[src/rtl/lc3b_types.sv]
// ----------------------------------------------------------------------------
// lc3b_types
// Shared LC-3b data widths plus the enums used by the memory-side arbiter
// that sits between the split I/D caches and physical memory.
//   lc3b_word   : 16-bit address / data word
//   lc3b_line   : 128-bit cache line
//   arb_state_t : arbiter FSM state
//   arb_src_t   : requester identity (I-cache or D-cache)
//   arb_op_t    : memory operation carried by a grant
// ----------------------------------------------------------------------------
package lc3b_types;

  typedef logic [15:0]  lc3b_word;
  typedef logic [127:0] lc3b_line;

  typedef enum logic [1:0] {
    IDLE    = 2'b00,
    GRANT_I = 2'b01,
    GRANT_D = 2'b10
  } arb_state_t;

  typedef enum logic {
    SRC_I = 1'b0,
    SRC_D = 1'b1
  } arb_src_t;

  typedef enum logic {
    OP_READ  = 1'b0,
    OP_WRITE = 1'b1
  } arb_op_t;

  // Winner selection, meaningful only when at least one requester is active.
  // On a tie the requester that was not granted last wins.
  function automatic arb_src_t arb_pick(input logic     req_i,
                                        input logic     req_d,
                                        input arb_src_t last);
    if (req_i && req_d)
      return (last == SRC_I) ? SRC_D : SRC_I;
    else if (req_d)
      return SRC_D;
    else
      return SRC_I;
  endfunction

  // A requester raising both read and write is treated as a write.
  function automatic arb_op_t arb_op(input logic rd, input logic wr);
    if (wr)
      return OP_WRITE;
    else if (rd)
      return OP_READ;
    else
      return OP_READ;
  endfunction

endpackage

[src/rtl/cache_arbiter.sv]
// ----------------------------------------------------------------------------
// cache_arbiter
// Round-robin arbiter that shares one physical-memory port between the
// I-cache and D-cache. The winner's address, write line and operation are
// latched when the grant is taken, so requester-side changes during a grant
// never reach physical memory.
//
//   state   | meaning
//   --------+---------------------------------------------------------------
//   IDLE    | no transaction; arbitrate pending requests, command lines low
//   GRANT_I | I-cache owns pmem until pmem_resp, resp routed to I-cache
//   GRANT_D | D-cache owns pmem until pmem_resp, resp routed to D-cache
//
// Ports
//   clk, rst_n                 : clock, synchronous active-low reset
//   icache_pmem_* (read/write/address/wdata in, resp/rdata out)
//   dcache_pmem_* (read/write/address/wdata in, resp/rdata out)
//   pmem_read/write/address/wdata (out), pmem_resp/rdata (in)
// ----------------------------------------------------------------------------
module cache_arbiter
  import lc3b_types::*;
(
  input  logic     clk,
  input  logic     rst_n,

  input  logic     icache_pmem_read,
  input  logic     icache_pmem_write,
  input  lc3b_word icache_pmem_address,
  input  lc3b_line icache_pmem_wdata,
  output logic     icache_pmem_resp,
  output lc3b_line icache_pmem_rdata,

  input  logic     dcache_pmem_read,
  input  logic     dcache_pmem_write,
  input  lc3b_word dcache_pmem_address,
  input  lc3b_line dcache_pmem_wdata,
  output logic     dcache_pmem_resp,
  output lc3b_line dcache_pmem_rdata,

  output logic     pmem_read,
  output logic     pmem_write,
  output lc3b_word pmem_address,
  output lc3b_line pmem_wdata,
  input  logic     pmem_resp,
  input  lc3b_line pmem_rdata
);

  arb_state_t state;
  arb_src_t   last_grant;
  lc3b_word   addr_q;
  lc3b_line   wdata_q;
  logic       rd_q;
  logic       wr_q;

  logic       req_i;
  logic       req_d;
  arb_src_t   winner;
  arb_op_t    win_op;
  lc3b_word   win_addr;
  lc3b_line   win_wdata;

  assign req_i = icache_pmem_read | icache_pmem_write;
  assign req_d = dcache_pmem_read | dcache_pmem_write;

  assign winner = arb_pick(req_i, req_d, last_grant);

  always_comb begin
    win_op    = OP_READ;
    win_addr  = icache_pmem_address;
    win_wdata = icache_pmem_wdata;
    if (winner == SRC_D) begin
      win_op    = arb_op(dcache_pmem_read, dcache_pmem_write);
      win_addr  = dcache_pmem_address;
      win_wdata = dcache_pmem_wdata;
    end else begin
      win_op    = arb_op(icache_pmem_read, icache_pmem_write);
    end
  end

  // Command lines are registered alongside the state so they are clean for
  // the whole grant and drop in the same cycle the FSM returns to IDLE.
  always_ff @(posedge clk) begin
    if (!rst_n) begin
      state      <= IDLE;
      last_grant <= SRC_I;
      addr_q     <= '0;
      wdata_q    <= '0;
      rd_q       <= 1'b0;
      wr_q       <= 1'b0;
    end else begin
      case (state)
        IDLE: begin
          if (req_i || req_d) begin
            state      <= (winner == SRC_D) ? GRANT_D : GRANT_I;
            last_grant <= winner;
            addr_q     <= win_addr;
            wdata_q    <= win_wdata;
            rd_q       <= (win_op == OP_READ);
            wr_q       <= (win_op == OP_WRITE);
          end
        end
        GRANT_I, GRANT_D: begin
          if (pmem_resp) begin
            state <= IDLE;
            rd_q  <= 1'b0;
            wr_q  <= 1'b0;
          end
        end
        default: begin
          state <= IDLE;
          rd_q  <= 1'b0;
          wr_q  <= 1'b0;
        end
      endcase
    end
  end

  assign pmem_read    = rd_q;
  assign pmem_write   = wr_q;
  assign pmem_address = addr_q;
  assign pmem_wdata   = wdata_q;

  // Completion is forwarded in the same cycle memory reports it, but only to
  // the current owner.
  assign icache_pmem_resp = (state == GRANT_I) && pmem_resp;
  assign dcache_pmem_resp = (state == GRANT_D) && pmem_resp;

  // Read data is broadcast; resp is the only validity qualifier.
  assign icache_pmem_rdata = pmem_rdata;
  assign dcache_pmem_rdata = pmem_rdata;

endmodule
[config.mk]
export PLATFORM = sky130hd
export DESIGN_NAME = cache_arbiter
export DESIGN_NICKNAME = d
export VERILOG_FILES = /design/src/rtl/lc3b_types.sv /design/src/rtl/cache_arbiter.sv
export SDC_FILE = /design/constraint.sdc
export NUM_CORES = 1
export LEC_CHECK = 0
export ABC_AREA = 0
export CAP_MARGIN = 0
export CORE_AREA = 2 2 325 327
export DETAILED_ROUTE_END_ITERATION = 10
export DIE_AREA = 0 0 327 329
export GPL_TIMING_DRIVEN = 0
export REMOVE_ABC_BUFFERS = 1
export SYNTH_ARGS = -nofsm -noshare
export SYNTH_HDL_FRONTEND = slang
export SYNTH_SLANG_ARGS = --single-unit
[constraint.sdc]
create_clock -name clk -period 3.1 [get_ports clk]
set_clock_uncertainty 0.15 [all_clocks]
set_input_delay 0.465 -clock clk [delete_from_list [all_inputs] [get_ports clk]]
set_output_delay 0.465 -clock clk [all_outputs]
set_load 0.02 [all_outputs]
== Word-level counts from Yosys, hierarchy flattened ==
Cells that the tools add are included.
Cells by class
  shifts and indexed selects: 0
  bitwise gates (word level): 3
  reduce and logical (&&, ||, !) cells: 8
  multiply operators: 0
  add/sub/neg operators: 0
  order comparisons: 0
  divide/modulo/power cells: 0
  mux-type cells: 17
  equality and inequality tests: 4
Operators by type and width (number)
  128-bit 2-to-1 mux: 1
  16-bit 2-to-1 mux: 1
  1-bit 2-to-1 mux: 9
  2-bit 2-to-1 mux: 3
  2-bit inequality test, second input constant: 2
  1-bit case mux with 2 select lines: 2
  2-bit case mux with 2 select lines: 1
  2-bit AND reduction: 2
  1-bit logical AND: 3
  2-bit by 1-bit == test with 1-bit output, second input constant: 1
  2-bit == test, second input constant: 1
  2-bit logical NOT: 1
  1-bit OR: 2
  2-bit OR reduction: 1
  1-bit logical OR: 1
  1-bit inverter: 1
Word-level totals
  word-level logic and storage cells: 38
  register bits after elaboration: 149
  output and inout port bits: 404
  bits in read-only memories: 0
  bits in writable memories: 0
  input bits: 423
  latch bits: 0
  memories kept: 0

== Longest topological paths before layout ==
Gate-level depths: netlist of the first run.
  word-level depth: 7
  gate-level depth with buffers: 8
  mapped depth without buffers: 5

== Worst setup path after synthesis of the first run ==
OpenSTA, ideal clock, no wires.
  kind: input -> register
  start: input port icache_pmem_read
  end: register wdata_q[101] (netlist: pmem_wdata[101])
  stages: 5
  setup time: 0.122 ns
  required time: 2.828 ns
  path slack: 1.384 ns
  buffers on the path: 2
  arrival time: 1.445 ns
  cell sequence: o41a_4 > buf_6 > clkbuf_2 > o21ai_0 > a21oi_1
On the way
  cells in the longest elaborated chain, start to end: 4
  elaborated cells between the ends (all ways): 6
  classes of those cells: mux: 2; bitwise: 1; reduce/logical: 3
Ends and longest elaborated chain
  start, declared: line cache_arbiter.sv:26  | input logic icache_pmem_read,
  1-bit OR (*): line cache_arbiter.sv:62  | assign req_i = icache_pmem_read | icache_pmem_write;
  1-bit logical AND: line lc3b_types.sv:37  | if (req_i && req_d)
  1-bit 2-to-1 mux: line lc3b_types.sv:37
  128-bit 2-to-1 mux: line cache_arbiter.sv:71  | if (winner == SRC_D) begin
  end signal, assigned: line cache_arbiter.sv:97  | wdata_q <= win_wdata;
  end, declared: line cache_arbiter.sv:51  | lc3b_line wdata_q;
Mark *: on every way between the ends. The rest lies on a longest branch, timed or not.
A chain may end at the register's enable or synchronous reset.

== Final worst setup path of the first run ==
  start: input port icache_pmem_write
  end: register wdata_q[15] (netlist: pmem_wdata[15])
On the way
  cells in the longest elaborated chain, start to end: 4
  elaborated cells between the ends (all ways): 6
  classes of those cells: mux: 2; bitwise: 1; reduce/logical: 3
Ends and longest elaborated chain
  start, declared: line cache_arbiter.sv:27  | input logic icache_pmem_write,
  1-bit OR (*): line cache_arbiter.sv:62
  1-bit logical AND: line lc3b_types.sv:37
  1-bit 2-to-1 mux: line lc3b_types.sv:37
  128-bit 2-to-1 mux: line cache_arbiter.sv:71
Marked as above.

==> qor.csv, run 1 <==
stage;metric;value;unit
synth;compound-gate portion of the synthesized area;0.364;
sta;setup ws final;66.9;ps
pwr;pwr dens;689;nW/µm²
die;die area;108000;µm²
clock_network;Clk Latency, worst-skew pair;500;ps
final_layout;most frequent cells in the layout;clkdlybuf4s50_1 (441), o21ai_0 (265), dfxtp_1 (149), a31oi_1 (144), a21oi_1 (144);
clock_network;PostCTS Resize Cnt;0;
placement;Final HPWL DP;69.1;mm
clock_network;Max clock buf depth;2;
detailed_routing;post-route ant nets;0;
detailed_routing;Routed WL per cell;33.2;µm
critical_path;Arr. time, crit path;3310;ps
status;outcome;complete, no violations;
die;die width;327;µm
clock_network;htree depth;4;
critical_path;CP Launch Point;icache_pmem_write;
sta;maximum clock frequency;0.330;GHz
synth;largest family of logic cells by synthesized area;compound AO/OA/AOI/OAI gates;
critical_path;crit-path most repeated cell;buf_6;
die;io pins;827;
critical_path;slowest cell on the critical path;clkdlybuf4s50_1;
critical_path;Reg2Reg Depth;12;
synth;sequential area share after synthesis;0.341;
job;Max-Cap Viols;0;
sta;final slew viol count;0;
synth;Yosys cell types;32;
sta;final hold vios;0;
final_layout;commonest non-fill, non-tap cell in the layout;clkdlybuf4s50_1;
clock_network;postcts setup bufs;0;
global_routing;Total Routing Usage GR;0.159;
global_routing;vias in the first global route;9322;
sta;Max transition margin;0.365;
critical_path;FF-to-FF Start;state[0]$_SDFFE_PN0P_;
synth;#FFs+latches synth;149;
sta;RSZ-0062 raised after global routing;false;
synth;Post-Synth XOR/XNOR Area;0;
final_layout;Nets;1671;
detailed_routing;vias per inst;3.70;
min_path;worst hold path type;primary input to flip-flop;
clock_network;Inserted Clock Buffers;17;
synth;Synth Flop Type;dfxtp_1;
critical_path;CP bufs+invs;8;
pwr;total leakage power;4.25;nW
synth;Synth Warn #;0;
sta;setup TNS;0;ps
critical_path;FF-to-FF End;pmem_wdata[15]$_SDFFE_PN0P_;
final_layout;Final Util;0.130;
detailed_routing;TritonRoute pass-1 iters;4;
detailed_routing;initial DRC count;654;
critical_path;crit-path leading delay family;buffers and inverters;
detailed_routing;final wirelength;88.0;mm
pwr;VDD IR max;0.370;mV
placement;worst slack, placed;-378;ps
critical_path;WS Path Type;primary input to flip-flop;
final_layout;Final Cell Area;13500;µm²
synth;mux share of post-synthesis cell area;0;
detailed_routing;DR vias;9823;
clock_network;clk slew on worst S/H paths;80;ps
pwr;PnR Total Power;9.33;mW
synth;mapped cell area;8760;µm²
global_routing;largest net degree at the start of global routing;79;
global_routing;first-pass GRT wire length;109;mm
placement;number of I/O port buffers;442;
critical_path;Levels on crit path;11;
placement;placed instance area;12900;µm²
critical_path;critical path required time;3380;ps
global_routing;global route overflow;0;
die;Initial Util;0.0839;
synth;asr flop ratio synth;0;
detailed_routing;DR DRC count;0;
final_layout;share of layout cells above drive strength 1;0.0509;
die;row count;119;
critical_path;CP startpoint kind;primary input;
critical_path;Reg2Reg Setup Slack;290;ps
die;core area;104000;µm²
clock_network;Sink Count;149;
synth;syn avg cell area;7.78;µm²
clock_network;Root Driver;clkbuf_16;
critical_path;Worst setup EP type;flip-flop;
critical_path;CP max FO;17;
synth;Post-Synth Simple-Gate Area;0.00929;
global_routing;antenna violations before repair;5;
critical_path;max incr delay on CP;630;ps
clock_network;# hold bufs at CTS;0;
synth;Post-Synthesis Cells;1126;
sta;# setup viols final;0;
sta;Least-Margin Pin Slew;951;ps
critical_path;worst-path cell chain;clkdlybuf4s50_1 -> o41ai_4 -> buf_6 -> buf_8 -> buf_6 -> buf_6 -> buf_6 -> buf_6 -> buf_6 -> a31oi_1 -> a21oi_1;
synth;Post-Synth Adder-Cell Area;0.00429;
clock_network;TritonCTS clock tree;built;
synth;Post-synth EDFFs;0;
die;Die Span Y;329;µm
placement;global placement routability congestion;0.805;
final_layout;Layout Area Growth over Synthesis;54.6;%
sta;fin crit share;0.978;
critical_path;Critical Path End;pmem_wdata[15]$_SDFFE_PN0P_;
sta;Min Clock Period, post-route;3030;ps
## cell families (layout without fill, tap and decap cells)
family	after synthesis	in the layout
AO/OA/AOI/OAI	590	590
adder cells (fa/ha/maj)	3	3
buffers and inverters	370	502
flip-flops	149	149
other	0	5
AND/OR/NAND/NOR	14	14
## worst reg2reg max path, stage by stage (launching register included)
cell	delay [ps]
dfxtp_1	370
inv_1	90
ha_1	320
o41ai_4	120
buf_6	240
buf_8	180
buf_6	200
buf_6	210
buf_6	200
buf_6	200
buf_6	210
a31oi_1	80
a21oi_1	180
## layer usage
metal	vias to the layer above	share of wire	track usage
li1	4047	-	-
met1	4556	0.38	0.169
met2	1105	0.36	0.197
met3	85	0.23	0.174
met4	30	0.016	0.0404
met5	-	0.019	0.0987
## state kept, by name, summed over array words and instances (netlist names)
register,count
pmem_read,1
state,2
last_grant,1
pmem_wdata,128
pmem_write,1
pmem_address,16
## synthesized netlist by cell type (all sizes together) (2+ instances only)
library cell    n  share of area
buf           306           0.25
o21ai         289           0.17
dfxtp         149           0.34
a21oi         144          0.082
a31oi         144           0.10
clkbuf         60          0.027
inv             4         0.0017
nand2           4         0.0017
ha              3         0.0043
nor2            3         0.0021
o22ai           3         0.0021
and2            2         0.0014
o21a            2         0.0017
## report_power, final
part / leakage, nW / internal, mW / switching, mW
Sequential: 1.24 / 2.43 / 0.307
Combinational: 2.73 / 1.86 / 2.50
Clock: 0.282 / 1.15 / 1.08
## final cells by class
class	count	area, µm²
Timing Repair Buffer	466	4860
Clock inverter	14	143
Inverter	4	15.0
Fill cell	12000	90800
Sequential cell	149	2980
Clock buffer	18	439
Antenna cell	5	12.5
Multi-Input combinational cell	607	3340
Tap cell	1391	1740
## worst min path at each step
stage / startpoint / end / slack [ps] / depth (start not counted)
floorplan: state[0]$_SDFFE_PN0P_ / state[0]$_SDFFE_PN0P_ / 300 / 2
global placement: pmem_read$_SDFFE_PN0P_ / pmem_read$_SDFFE_PN0P_ / 320 / 2
detailed placement: pmem_read$_SDFFE_PN0P_ / pmem_read$_SDFFE_PN0P_ / 320 / 2
CTS: rst_n / pmem_wdata[85]$_SDFFE_PN0P_ / 240 / 3
global route: rst_n / pmem_wdata[51]$_SDFFE_PN0P_ / 290 / 3
finish: rst_n / pmem_wdata[85]$_SDFFE_PN0P_ / 290 / 3
## per-stage QoR
step | hold slack [ps] | instances
floorplan | 303 | 760
finish | 293 | 2654
detailed placement | 322 | 2617
global route | 291 | 2649
global placement | 317 | 2593
CTS | 245 | 2649
No activity file was read; power rests on OpenSTA's default activity.
==> run 2: changes to the inputs <==
- CAP_MARGIN: 0 -> 40
- CORE_AREA: 2 2 325 327 -> 2 2 326 328
- DIE_AREA: 0 0 327 329 -> 0 0 328 330
- PLACE_DENSITY: default -> 0.33
- clock period: 3.1 -> 3 ns (I/O delays scaled with it)
==> run 2 against run 1 <==
Against the previous run: highest routed layer unchanged; critical path type unchanged; wire length up 7.6%; clock-buffer cell count unchanged; via count up 0.76%; cell area up 1.3%; utilization up 0.13 points; global-route usage up 1.0 points; setup slack better by 93 ps.
==> qor.csv, run 2 (synthesis gave the netlist of run 1 again) <==
stage;metric;value;unit
global_routing;antenna violations before repair;6;
final_layout;Finished Layout Cells;2656;
global_routing;largest net degree at the start of global routing;78;
placement;Final HPWL DP;75.2;mm
sta;final hold vios;0;
final_layout;most frequent cells in the layout;clkdlybuf4s50_1 (441), o21ai_0 (265), dfxtp_1 (149), a31oi_1 (144), a21oi_1 (144);
sta;final slew viol count;0;
final_layout;Nets;1678;
sta;Least-Margin Pin Slew;844;ps
detailed_routing;final wirelength;94.7;mm
die;io pins;827;
sta;Min Clock Period, post-route;2840;ps
die;die width;328;µm
final_layout;Largest register FFs;128;
pwr;VDD IR max;0.372;mV
final_layout;commonest non-fill, non-tap cell in the layout;clkdlybuf4s50_1;
placement;global placement routability congestion;0.830;
final_layout;share of layout cells above drive strength 1;0.0561;
pwr;total leakage power;4.34;nW
pwr;sequential power share;0.278;
job;Max-Cap Viols;0;
clock_network;Sink Count;149;
die;Initial Util;0.0837;
detailed_routing;DR DRC count;0;
final_layout;register area;2980;µm²
detailed_routing;DR vias;9898;
sta;setup ws final;160;ps
die;row count;119;
sta;RSZ-0062 raised after global routing;false;
die;die area;108000;µm²
sta;fin crit share;0.947;
sta;hold slack final;220;ps
clock_network;TritonCTS clock tree;built;
clock_network;Inserted Clock Buffers;17;
pwr;clock network power share;0.254;
critical_path;Reg2Reg Setup Slack;280;ps
die;Die Span Y;330;µm
final_layout;Final Cell Area;13700;µm²
final_layout;Layout Area Growth over Synthesis;56.5;%
status;outcome;complete, no violations;
pwr;Comb power frac;0.468;
detailed_routing;post-route ant nets;0;
critical_path;CP startpoint kind;primary input;
detailed_routing;vias per inst;3.73;
min_path;worst hold path type;primary input to flip-flop;
pwr;PnR Total Power;10.0;mW
global_routing;vias in the first global route;9442;
pwr;P_int;5.88;mW
placement;worst slack, placed;-652;ps
sta;Max transition margin;0.436;
clock_network;clk slew on worst S/H paths;90;ps
placement;placed cells;2623;
clock_network;Max clock buf depth;2;
detailed_routing;TritonRoute pass-1 iters;6;
pwr;sw frac;0.415;
global_routing;global route overflow;0;
clock_network;htree depth;4;
pwr;Psw;4.17;mW
global_routing;Total Routing Usage GR;0.169;
sta;# setup viols final;0;
sta;maximum clock frequency;0.352;GHz
detailed_routing;initial DRC count;765;
sta;setup TNS;0;ps
placement;number of I/O port buffers;442;
die;core area;105000;µm²
critical_path;WS Path Type;primary input to flip-flop;
clock_network;Clk Latency, worst-skew pair;520;ps
pwr;pwr dens;733;nW/µm²
critical_path;Arr. time, crit path;3130;ps
final_layout;fillcell total;12000;
clock_network;Root Driver;clkbuf_16;
placement;placed instance area;13100;µm²
final_layout;Multi-input gate area;3340;µm²
detailed_routing;Routed WL per cell;35.7;µm
final_layout;Ant. Diodes;0;
final_layout;Final Util;0.131;
global_routing;first-pass GRT wire length;116;mm
critical_path;CP max FO;15;
critical_path;Worst setup EP type;flip-flop;
critical_path;critical path required time;3290;ps
## run 2: routing by layer
| layer | up-vias | part of all wire | GRT usage |
|---|---|---|---|
| li1 | 4060 | - | - |
| met1 | 4623 | 0.35 | 0.166 |
| met2 | 1085 | 0.38 | 0.220 |
| met3 | 102 | 0.23 | 0.189 |
| met4 | 28 | 0.020 | 0.0473 |
| met5 | - | 0.018 | 0.126 |
## run 2: area by class of cell
| class | instances | share of cell area |
|---|---|---|
| repair buffers | 473 | 0.365 |
| clock buffers | 18 | 0.0320 |
| inverters | 4 | 0.00110 |
| well taps | 1391 | 0.127 |
| multi-input cells | 607 | 0.244 |
| clock inverters | 14 | 0.0135 |
| flip-flops and latches | 149 | 0.218 |
## run 2: final timing paths
check | start | endpoint | cells past startpoint
max | dcache_pmem_read | pmem_wdata[18]$_SDFFE_PN0P_ | 11
min | rst_n | pmem_wdata[84]$_SDFFE_PN0P_ | 3
max reg2reg | state[1]$_SDFFE_PN0P_ | pmem_wdata[18]$_SDFFE_PN0P_ | 12
min reg2reg | pmem_write$_SDFFE_PN0P_ | pmem_write$_SDFFE_PN0P_ | 2
## run 2: what timing repair did
action | 4_1_cts | 5_1_grt
hold buffers | 0 | 0
resized for setup | 0 | 0
setup endpoints to repair | 11 | 0
setup buffers | 1 | 0
## run 2: power groups by stage
| stage | clock network (mW) | logic, mW | registers (mW) |
|---|---|---|---|
| 6_report | 2.55 | 4.71 | 2.79 |
| 3_5_place_dp | 0 | 4.73 | 2.82 |
| 5_1_grt | 2.72 | 5.02 | 2.85 |
| 4_1_cts | 2.71 | 4.76 | 2.79 |
| 3_3_place_gp | 0 | 4.67 | 2.78 |
| 2_1_floorplan | 0 | 1.47 | 3.43 |
## run 2: worst max-delay path: stages
cell and delay, ps:
clkdlybuf4s50_1 610, o41ai_4 470, buf_6 200, buf_6 190, buf_6 200, buf_6 170, buf_6 160, buf_6 180
buf_6 170, a31oi_1 80, a21oi_1 200
